File: config.mk
export PLATFORM = sky130hd
export DESIGN_NAME = muldiv_sequencer
export DESIGN_NICKNAME = d
export VERILOG_FILES = /design/src/rtl/alu_defs.sv /design/src/rtl/muldiv_step.sv /design/src/rtl/muldiv_sequencer.sv
export SDC_FILE = /design/constraint.sdc
export NUM_CORES = 1
export LEC_CHECK = 0
export ABC_AREA = 1
export CAP_MARGIN = 0
export CORE_MARGIN = 1
export CORE_UTILIZATION = 29
export DETAILED_ROUTE_END_ITERATION = 8
export GPL_TIMING_DRIVEN = 0
export SLEW_MARGIN = 10
export SYNTH_ARGS = -nofsm -noshare
export SYNTH_HDL_FRONTEND = slang
export SYNTH_HIERARCHICAL = 1
export SYNTH_SLANG_ARGS = --single-unit
export TNS_END_PERCENT = 100
File: constraint.sdc
create_clock -name clk -period 2.9 [get_ports clk]
set_clock_uncertainty 0.1 [all_clocks]
set_input_delay 0.58 -clock clk [delete_from_list [all_inputs] [get_ports clk]]
set_output_delay 0.58 -clock clk [all_outputs]
set_load 0.02 [all_outputs]
File: src/rtl/alu_defs.sv
// ALU control codes shared by the EX-stage ALU decoder and the multiply/divide sequencer.
package alu_defs;

  localparam logic [3:0] ALU_AND  = 4'b0000;
  localparam logic [3:0] ALU_OR   = 4'b0001;
  localparam logic [3:0] ALU_ADD  = 4'b0010;
  localparam logic [3:0] ALU_XOR  = 4'b0011;
  localparam logic [3:0] ALU_SLL  = 4'b0100;
  localparam logic [3:0] ALU_MULT = 4'b0101;
  localparam logic [3:0] ALU_SUB  = 4'b0110;
  localparam logic [3:0] ALU_SLT  = 4'b0111;
  localparam logic [3:0] ALU_SRL  = 4'b1000;
  localparam logic [3:0] ALU_SRA  = 4'b1001;
  localparam logic [3:0] ALU_DIV  = 4'b1011;
  localparam logic [3:0] ALU_NOR  = 4'b1100;

  typedef enum logic {
    STEP_MUL = 1'b0,
    STEP_DIV = 1'b1
  } step_mode_t;

endpackage

File: src/rtl/muldiv_step.sv
// One iteration of the unsigned shift-add multiply or restoring divide.
// hi = partial product high / partial remainder, lo = multiplier bits / partial quotient.
module muldiv_step
  import alu_defs::*;
#(
  parameter int unsigned WIDTH = 32
) (
  input  logic [2*WIDTH-1:0] acc,
  input  logic [WIDTH-1:0]   operand,
  input  step_mode_t         mode,
  output logic [WIDTH-1:0]   hi_next,
  output logic [WIDTH-1:0]   lo_next
);

  logic [WIDTH:0] sum;
  logic [WIDTH:0] trial;
  logic [WIDTH:0] diff;

  always_comb begin
    sum   = {1'b0, acc[2*WIDTH-1:WIDTH]} + (acc[0] ? {1'b0, operand} : '0);
    trial = {acc[2*WIDTH-1:WIDTH], acc[WIDTH-1]};
    diff  = trial - {1'b0, operand};
    if (mode == STEP_MUL) begin
      hi_next = sum[WIDTH:1];
      lo_next = {sum[0], acc[WIDTH-1:1]};
    end else begin
      // A borrow out of the trial subtraction means the divisor did not fit: restore.
      hi_next = diff[WIDTH] ? trial[WIDTH-1:0] : diff[WIDTH-1:0];
      lo_next = {acc[WIDTH-2:0], ~diff[WIDTH]};
    end
  end

endmodule

File: src/rtl/muldiv_sequencer.sv
// EX-stage multi-cycle MULT/DIV sequencer: iterates on operand magnitudes one bit per
// cycle, stalls the pipeline meanwhile, then sign-fixes and commits HI/LO.
module muldiv_sequencer
  import alu_defs::*;
#(
  parameter  int unsigned WIDTH = 32,
  localparam int unsigned CNT_W = $clog2(WIDTH) + 1
) (
  input  logic             clk,
  input  logic             rst_n,
  input  logic [3:0]       ALU_Control,
  input  logic             Start,
  input  logic             Flush,
  input  logic [WIDTH-1:0] SrcA,
  input  logic [WIDTH-1:0] SrcB,
  output logic             Stall,
  output logic             Busy,
  output logic             Done,
  output logic             DivByZero,
  output logic [WIDTH-1:0] Hi,
  output logic [WIDTH-1:0] Lo
);

  typedef enum logic [1:0] {IDLE, MUL, DIV, DONE} state_t;

  state_t               state, state_next;
  logic [CNT_W-1:0]     cnt;
  logic [2*WIDTH-1:0]   acc;
  logic [2*WIDTH-1:0]   prod;
  logic [WIDTH-1:0]     operand;
  logic [WIDTH-1:0]     a_mag, b_mag;
  logic [WIDTH-1:0]     step_hi, step_lo;
  logic [WIDTH-1:0]     res_hi, res_lo;
  logic                 a_neg, b_neg, div_op, dz;
  logic                 is_mult, is_div, accept, b_zero;

  assign is_mult = (state == IDLE) && Start && !Flush && (ALU_Control == ALU_MULT);
  assign is_div  = (state == IDLE) && Start && !Flush && (ALU_Control == ALU_DIV);
  assign accept  = is_mult || is_div;
  assign b_zero  = (SrcB == '0);
  assign a_mag   = SrcA[WIDTH-1] ? -SrcA : SrcA;
  assign b_mag   = SrcB[WIDTH-1] ? -SrcB : SrcB;

  muldiv_step #(.WIDTH(WIDTH)) u_step (
    .acc     (acc),
    .operand (operand),
    .mode    (div_op ? STEP_DIV : STEP_MUL),
    .hi_next (step_hi),
    .lo_next (step_lo)
  );

  always_ff @(posedge clk or negedge rst_n) begin
    if (!rst_n) begin
      state     <= IDLE;
      cnt       <= '0;
      acc       <= '0;
      operand   <= '0;
      a_neg     <= 1'b0;
      b_neg     <= 1'b0;
      div_op    <= 1'b0;
      dz        <= 1'b0;
      Busy      <= 1'b0;
      Done      <= 1'b0;
      DivByZero <= 1'b0;
      Hi        <= '0;
      Lo        <= '0;
    end else begin
      state <= state_next;
      Busy  <= (state_next == MUL) || (state_next == DIV);
      Done  <= (state_next == DONE);
      if (accept) begin
        a_neg     <= SrcA[WIDTH-1];
        b_neg     <= SrcB[WIDTH-1];
        div_op    <= is_div;
        dz        <= is_div && b_zero;
        DivByZero <= is_div && b_zero;
        cnt       <= CNT_W'(WIDTH);
        // Divide-by-zero parks |SrcA| in the remainder half so the sign fix returns SrcA.
        acc       <= (is_div && b_zero) ? {a_mag, {WIDTH{1'b0}}}
                                        : {{WIDTH{1'b0}}, (is_div ? a_mag : b_mag)};
        operand   <= is_div ? b_mag : a_mag;
      end else if (state == MUL || state == DIV) begin
        acc <= {step_hi, step_lo};
        cnt <= cnt - 1'b1;
      end
      if (state == DONE && !Flush) begin
        Hi <= res_hi;
        Lo <= res_lo;
      end
    end
  end

  always_comb begin
    state_next = state;
    case (state)
      IDLE: begin
        if (is_mult)     state_next = MUL;
        else if (is_div) state_next = b_zero ? DONE : DIV;
      end
      MUL, DIV: begin
        if (Flush)                     state_next = IDLE;
        else if (cnt == CNT_W'(1))     state_next = DONE;
      end
      DONE:    state_next = IDLE;
      default: state_next = IDLE;
    endcase
  end

  always_comb begin
    Stall  = accept || (((state == MUL) || (state == DIV)) && !Flush);
    prod   = (a_neg ^ b_neg) ? -acc : acc;
    res_hi = prod[2*WIDTH-1:WIDTH];
    res_lo = prod[WIDTH-1:0];
    if (div_op) begin
      res_hi = a_neg ? -acc[2*WIDTH-1:WIDTH] : acc[2*WIDTH-1:WIDTH];
      res_lo = dz ? '1 : ((a_neg ^ b_neg) ? -acc[WIDTH-1:0] : acc[WIDTH-1:0]);
    end
  end

endmodule

* Word-level counts from Yosys, hierarchy flattened
Index checks and enable logic that the tools add are counted.
Widths: inputs -> output; s select.
** Word-level totals
- Input port bits :: 72
- Output and inout bits :: 68
- Flip-flop bits (word level) :: 174
** Cells by class
- Reductions and logical operators :: 16
- Bitwise logic cells :: 2
- Equality and inequality tests :: 9
- Muxes and demuxes :: 26
- Add/subtract/negate cells :: 8
** Operators with widths (count)
- $mux 32 :: 13
- $mux 64 :: 4
- $neg 32->32 :: 4
- $neg 64->64 :: 1
- $add 32x33->33 :: 1
- $sub 33x32->33 :: 1
- $logic_not 32->1 :: 1
- $mux 6 :: 2
- $eq 2x2->1 const B :: 4
- $mux 2 :: 4
- $logic_and 1x1->1 :: 7
- $eq 6x1->1 const B :: 1
- $pmux 2 s3 :: 1
- $sub 6x1->6 const B :: 1
- $eq 2x1->1 const B :: 2
- $eq 4x3->1 const B :: 1
- $eq 4x4->1 const B :: 1
- $logic_or 1x1->1 :: 4
- $logic_not 2->1 :: 1
- $mux 1 :: 2
- $reduce_bool 2->1 :: 1
- $reduce_or 2->1 :: 1
- $logic_not 1->1 :: 1
- $not 1->1 :: 1
- $xor 1x1->1 :: 1

* Depth between registers and ports, before layout
Gate-level depths: netlist of the first run.
- Word-level depth :: 9
- Gate-level depth with buffers :: 22

* Hierarchy
Netlist of the first run, hierarchy kept.
** By module, submodules not included
- muldiv_sequencer :: instances 1, sequential area each 4354.2 um^2, cells an instance 1828, area an instance 12054.1 um^2
- muldiv_step :: instances 1, sequential area each 0.0 um^2, cells an instance 1303, area an instance 6258.5 um^2

* Worst setup path before layout of the first run
OpenSTA, ideal clock, no wires.
- Path kind :: register to register
- From :: reg acc[0]
- To :: reg acc[43]
- Data required time :: 2.669 ns
- Stages on the path, launching flop included :: 20
- Path slack :: 0.070 ns
- Setup time :: 0.131 ns
- Data arrival time :: 2.599 ns
- Cell sequence :: dfrtp_1 > clkbuf_1 > clkbuf_1 > nand2_1 > inv_1 > ha_1 > fa_1 > nand2_1 > nand2_1 > o21ai_0 > inv_1 > nand2_1 > nand2_1 > nand2_1 > nand2_1 > or2_2 > nand3_1 > nand2_1 > o21ai_0 > a22oi_1
** Between the ends
- Cells in the longest elaborated chain, start to end :: 5
** RTL lines
- start, declared :: RTL line muldiv_sequencer.sv:28 : logic [2*WIDTH-1:0] acc;
- start signal, assigned :: RTL line muldiv_sequencer.sv:79 : acc <= (is_div && b_zero) ? {a_mag, {WIDTH{1'b0}}}
- start signal, assigned :: RTL line muldiv_sequencer.sv:83 : acc <= {step_hi, step_lo};
- $mux 32 :: RTL line muldiv_step.sv:20 : sum = {1'b0, acc[2*WIDTH-1:WIDTH]} + (acc[0] ? {1'b0, operand} : '0);
- $add 32x33->33 :: RTL line muldiv_step.sv:20
- $mux 32 :: RTL line muldiv_step.sv:23 : if (mode == STEP_MUL) begin
- via step_hi[11] :: RTL line muldiv_sequencer.sv:32 : logic [WIDTH-1:0] step_hi, step_lo;
- $mux 64 :: RTL line muldiv_sequencer.sv:82 : end else if (state == MUL || state == DIV) begin
- $mux 64 :: RTL line muldiv_sequencer.sv:71 : if (accept) begin
The timed path passes the listed nets, and every way through them passes these cells. The select of a mux whose other input is x is not followed.
A chain may end at the register's enable or synchronous reset.

* Worst setup path in the final report of the first run
- From :: reg operand[0]
- To :: reg acc[39]
** Between the ends
- Cells in the longest elaborated chain, start to end :: 5
- Elaborated cells on any way between the ends :: 7
** RTL lines
- start, declared :: RTL line muldiv_sequencer.sv:30 : logic [WIDTH-1:0] operand;
- start signal, assigned :: RTL line muldiv_sequencer.sv:81 : operand <= is_div ? b_mag : a_mag;
- $mux 32 / $sub 33x32->33 (equally long branches) :: RTL line muldiv_step.sv:20, muldiv_step.sv:22
- $add 32x33->33 / $mux 32 (equally long branches) :: RTL line muldiv_step.sv:20, muldiv_step.sv:28
- $mux 32 * :: RTL line muldiv_step.sv:23
- via step_hi[7] :: RTL line muldiv_sequencer.sv:32
- $mux 64 * :: RTL line muldiv_sequencer.sv:82
- $mux 64 * :: RTL line muldiv_sequencer.sv:71
The timed path passes the listed nets; every way through them passes the cells marked *. The select of a mux whose other input is x is not followed.

==> qor.txt, run 1 <==
status - finished, violations left
failing checks - setup timing
Pleak - 11.6 nW
crit-path cells - ha_4, fa_2, inv_2, nand2_2, nand2_2, nand3_2, nand2_2, nand2_2, nand2_4, nand2_4, nand2_8, nand2_8, nand2_4, buf_6, buf_4, nand2_1, nand3_1, nand2_1, nand2_1, o21ai_0, nand2_1, o21ai_0
wire per inst - 20.4 um
Post-synth top cells - 1062 x nand2_1, 427 x inv_1, 307 x nand3_1
Post-Syn Area - 0.0183 mm2
die area - 0.0642 mm2
worst flop-to-flop path endpoint - acc[39]
Buffers on Ports - 138
Final Max Tran Viols - 0
clock sink count - 174
CTS Buf Count - 17
Max stage delay on crit path - 460 ps
min Tclk post-route - 3000 ps
hold buffer count at CTS - 0
vias per cell - 5.29
worst reg-to-reg path cell count - 22
Post-synth EDFFs - 0
Final ANT Viol Nets - 0
r2r setup slk - -100 ps
Max-slew headroom - 0.190
peak supply drop - 0.468 mV
DR vias - 22400
multi-input logic area - 0.0131 mm2
Post-synth top flop - dfrtp_1
Yosys warning count - 6
beginning of the worst register-to-register path - operand[0]
final hold vios - 0
Tightest Hold Check Type - primary input to async pin
Sequential Area - 0.00441 mm2
clk buf depth - 2
Pwr Total - 31.5 mW
layout cell share with drive strength beyond 1 - 0.149
Net count, final - 3522
Max Freq - 334 MHz
setup ws final - -95.8 ps
largest net degree at the start of global routing - 95
initial antenna violation count - 0
Synth area leader - dfrtp_1
first-pass GRT wire length - 127000 um
clock slew at reported path FFs - 80 ps
GRT Total Usage - 0.264
required time worst endpoint - 3120 ps
final setup violating endpoints - 4
initial DRC count - 2805
syn_area_per_cell - 5.85 um2
cell with the most instances after synthesis - nand2_1
CP Capture Type - flip-flop
num ports - 140
Yosys reg bits - 174
Setup crit start kind - flip-flop
measured slew at the worst slew-check pin - 1220 ps
placed cell count - 4107
fin crit share - 1.03
MaxCap Viol Count - 0
row count - 91
synth unique cells - 51
Crit-path slowest cell - dfrtp_2
post-synth top area share - 0.238
Pwr Density - 1340 mW/mm2
grt total ovfl - 0
Die Width - 253 um
Async SR Flop Fraction - 1.00
# fillers - 6756
RSZ-0062 raised after global routing - true
fin cells - 4225
vias in the first global route - 20300
final WL - 86000 um
starting density of the core - 0.295
worst skew pair latency - 470 ps
routability cong. - 1.04
TritonCTS clock tree - done
Chip Height - 253 um
Seq/Total Area, Yosys - 0.238
CP max FO - 8
Root Driver - clkbuf_16
diodes inserted - 0
synth-to-layout area growth - 28.0%
core area - 0.0621 mm2
hpwl dp - 69200 um
Pre-Repair DR Iteration Count - 6
synth top area cells - dfrtp_1 24%, nand2_1 22%, inv_1 8.8%
worst path arrival time - 3210 ps
Layout Utilization - 0.378
H-tree depth - 4
# DRC - 0
crit path kind - flip-flop to flip-flop
Syn Inst Count - 3131
Synthesized Nets - 3278
[metal layers]
layer,wire length (um),up-vias,part of all wire,track usage
li1,-,10500,-,-
met1,36900,10400,0.43,0.373
met2,35800,1248,0.42,0.387
met3,9350,214,0.11,0.0544
met4,4000,0,0.047,0.108
met5,0,-,0,0
[logic make-up (layout without fill, tap and decap cells)]
group	count (synthesis)	after routing	share of synthesized area
xor+xnor	74	74	0.0354
simple gates	1830	1830	0.424
flops	174	174	0.238
compound gates	441	441	0.135
fa+ha+maj	75	75	0.0521
buf+inv	537	794	0.116
[how the worst max path moves through the flow]
| stage | start | to | slack [ps] | cells after the start |
|---|---|---|---|---|
| 2_1_floorplan | acc[0] | acc[43] | 70 | 19 |
| 3_3_place_gp | rst_n | operand[25] | -6430 | 1 |
| 3_5_place_dp | Flush | Stall | -1150 | 10 |
| 4_1_cts | acc[0] | acc[63] | -30 | 21 |
| 5_1_grt | acc[0] | acc[54] | -170 | 19 |
| 6_report | operand[0] | acc[39] | -100 | 22 |
[critical path, delay by kind of cell, from the launching register on]
family / cells / cell delay [ps]
buffers and inverters: 3 / 330
adder cells (fa/ha/maj): 2 / 540
AND/OR/NAND/NOR: 15 / 1220
flip-flops: 1 / 460
AO/OA/AOI/OAI: 2 / 180
[placed cells by master, fill, tap and decap left out, types with 8 or more instances in the layout]
| master | Yosys | layout |
|---|---|---|
| nand2_1 | 1062 | 1017 |
| inv_1 | 427 | 412 |
| nand3_1 | 307 | 285 |
| nor2_1 | 299 | 272 |
| o21ai_0 | 213 | 180 |
| clkdlybuf4s50_1 | 0 | 135 |
| dfrtp_1 | 174 | 126 |
| buf_4 | 6 | 88 |
| a21oi_1 | 114 | 86 |
| nand2_2 | 18 | 57 |
| xor2_1 | 57 | 52 |
| nand4_1 | 48 | 48 |
| clkbuf_1 | 54 | 48 |
| dfrtp_2 | 0 | 48 |
| a22oi_1 | 37 | 36 |
| ha_4 | 0 | 35 |
| o21ai_1 | 6 | 31 |
| nor2_2 | 9 | 30 |
| a21oi_2 | 5 | 30 |
| inv_2 | 11 | 25 |
| nand3b_1 | 24 | 24 |
| buf_2 | 24 | 22 |
| nor3_1 | 23 | 22 |
| ha_2 | 0 | 21 |
| nand3_2 | 2 | 18 |
| xnor2_1 | 17 | 17 |
| ha_1 | 73 | 17 |
| clkbuf_16 | 0 | 17 |
| o211ai_1 | 16 | 16 |
| buf_6 | 5 | 12 |
| nand2_4 | 8 | 10 |
| or2_2 | 12 | 10 |
| o22ai_1 | 10 | 10 |
| nor2_4 | 3 | 9 |
| a31oi_1 | 9 | 9 |
| o21ai_2 | 2 | 8 |
[sequential cells by signal, summed over array words and instances (netlist names)]
register   flops
state          2
Lo            32
div_op         1
Done           1
DivByZero      1
operand       32
b_neg          1
cnt            6
a_neg          1
Hi            32
Busy           1
acc           64
[timing repair]
| action | in CTS | in global routing |
|---|---|---|
| pin swaps | 20 | 30 |
| resized for setup | 174 | 222 |
| gates cloned | 2 | 1 |
| endpoints found under the setup margin | 34 | 47 |
| setup buffers | 25 | 61 |
[power breakdown]
group,switching (mW),internal [mW]
Clock,1.16,1.25
Combinational,15.2,8.70
Sequential,1.76,3.46
[per-stage QoR]
stage	setup WS [ps]	instance area, um2	hold WS, ps	setup TNS (ps)
floorplan	70.4	18300	184	0
global placement	-6430	20700	367	-1143250
detailed placement	-1150	20800	366	-27450
CTS	-26.0	22100	79.0	-26.0
global route	-169	23400	94.9	-1710
finish	-95.8	23400	50.5	-191
[area by class of cell]
class / instances / area share
repair buffers: 228 / 0.0915
clock inverters: 14 / 0.00720
multi-input cells: 2420 / 0.557
clock buffers: 18 / 0.0187
flip-flops and latches: 174 / 0.188
plain buffers: 93 / 0.0215
well taps: 837 / 0.0447
inverters: 441 / 0.0712
No activity file was read; power rests on OpenSTA's default activity.
==> run 2, diff against run 1 <==
- SLEW_MARGIN: 10 -> 15
==> results of run 2 <==
No change in the layout: final DEF, timing and power equal those of run 1.
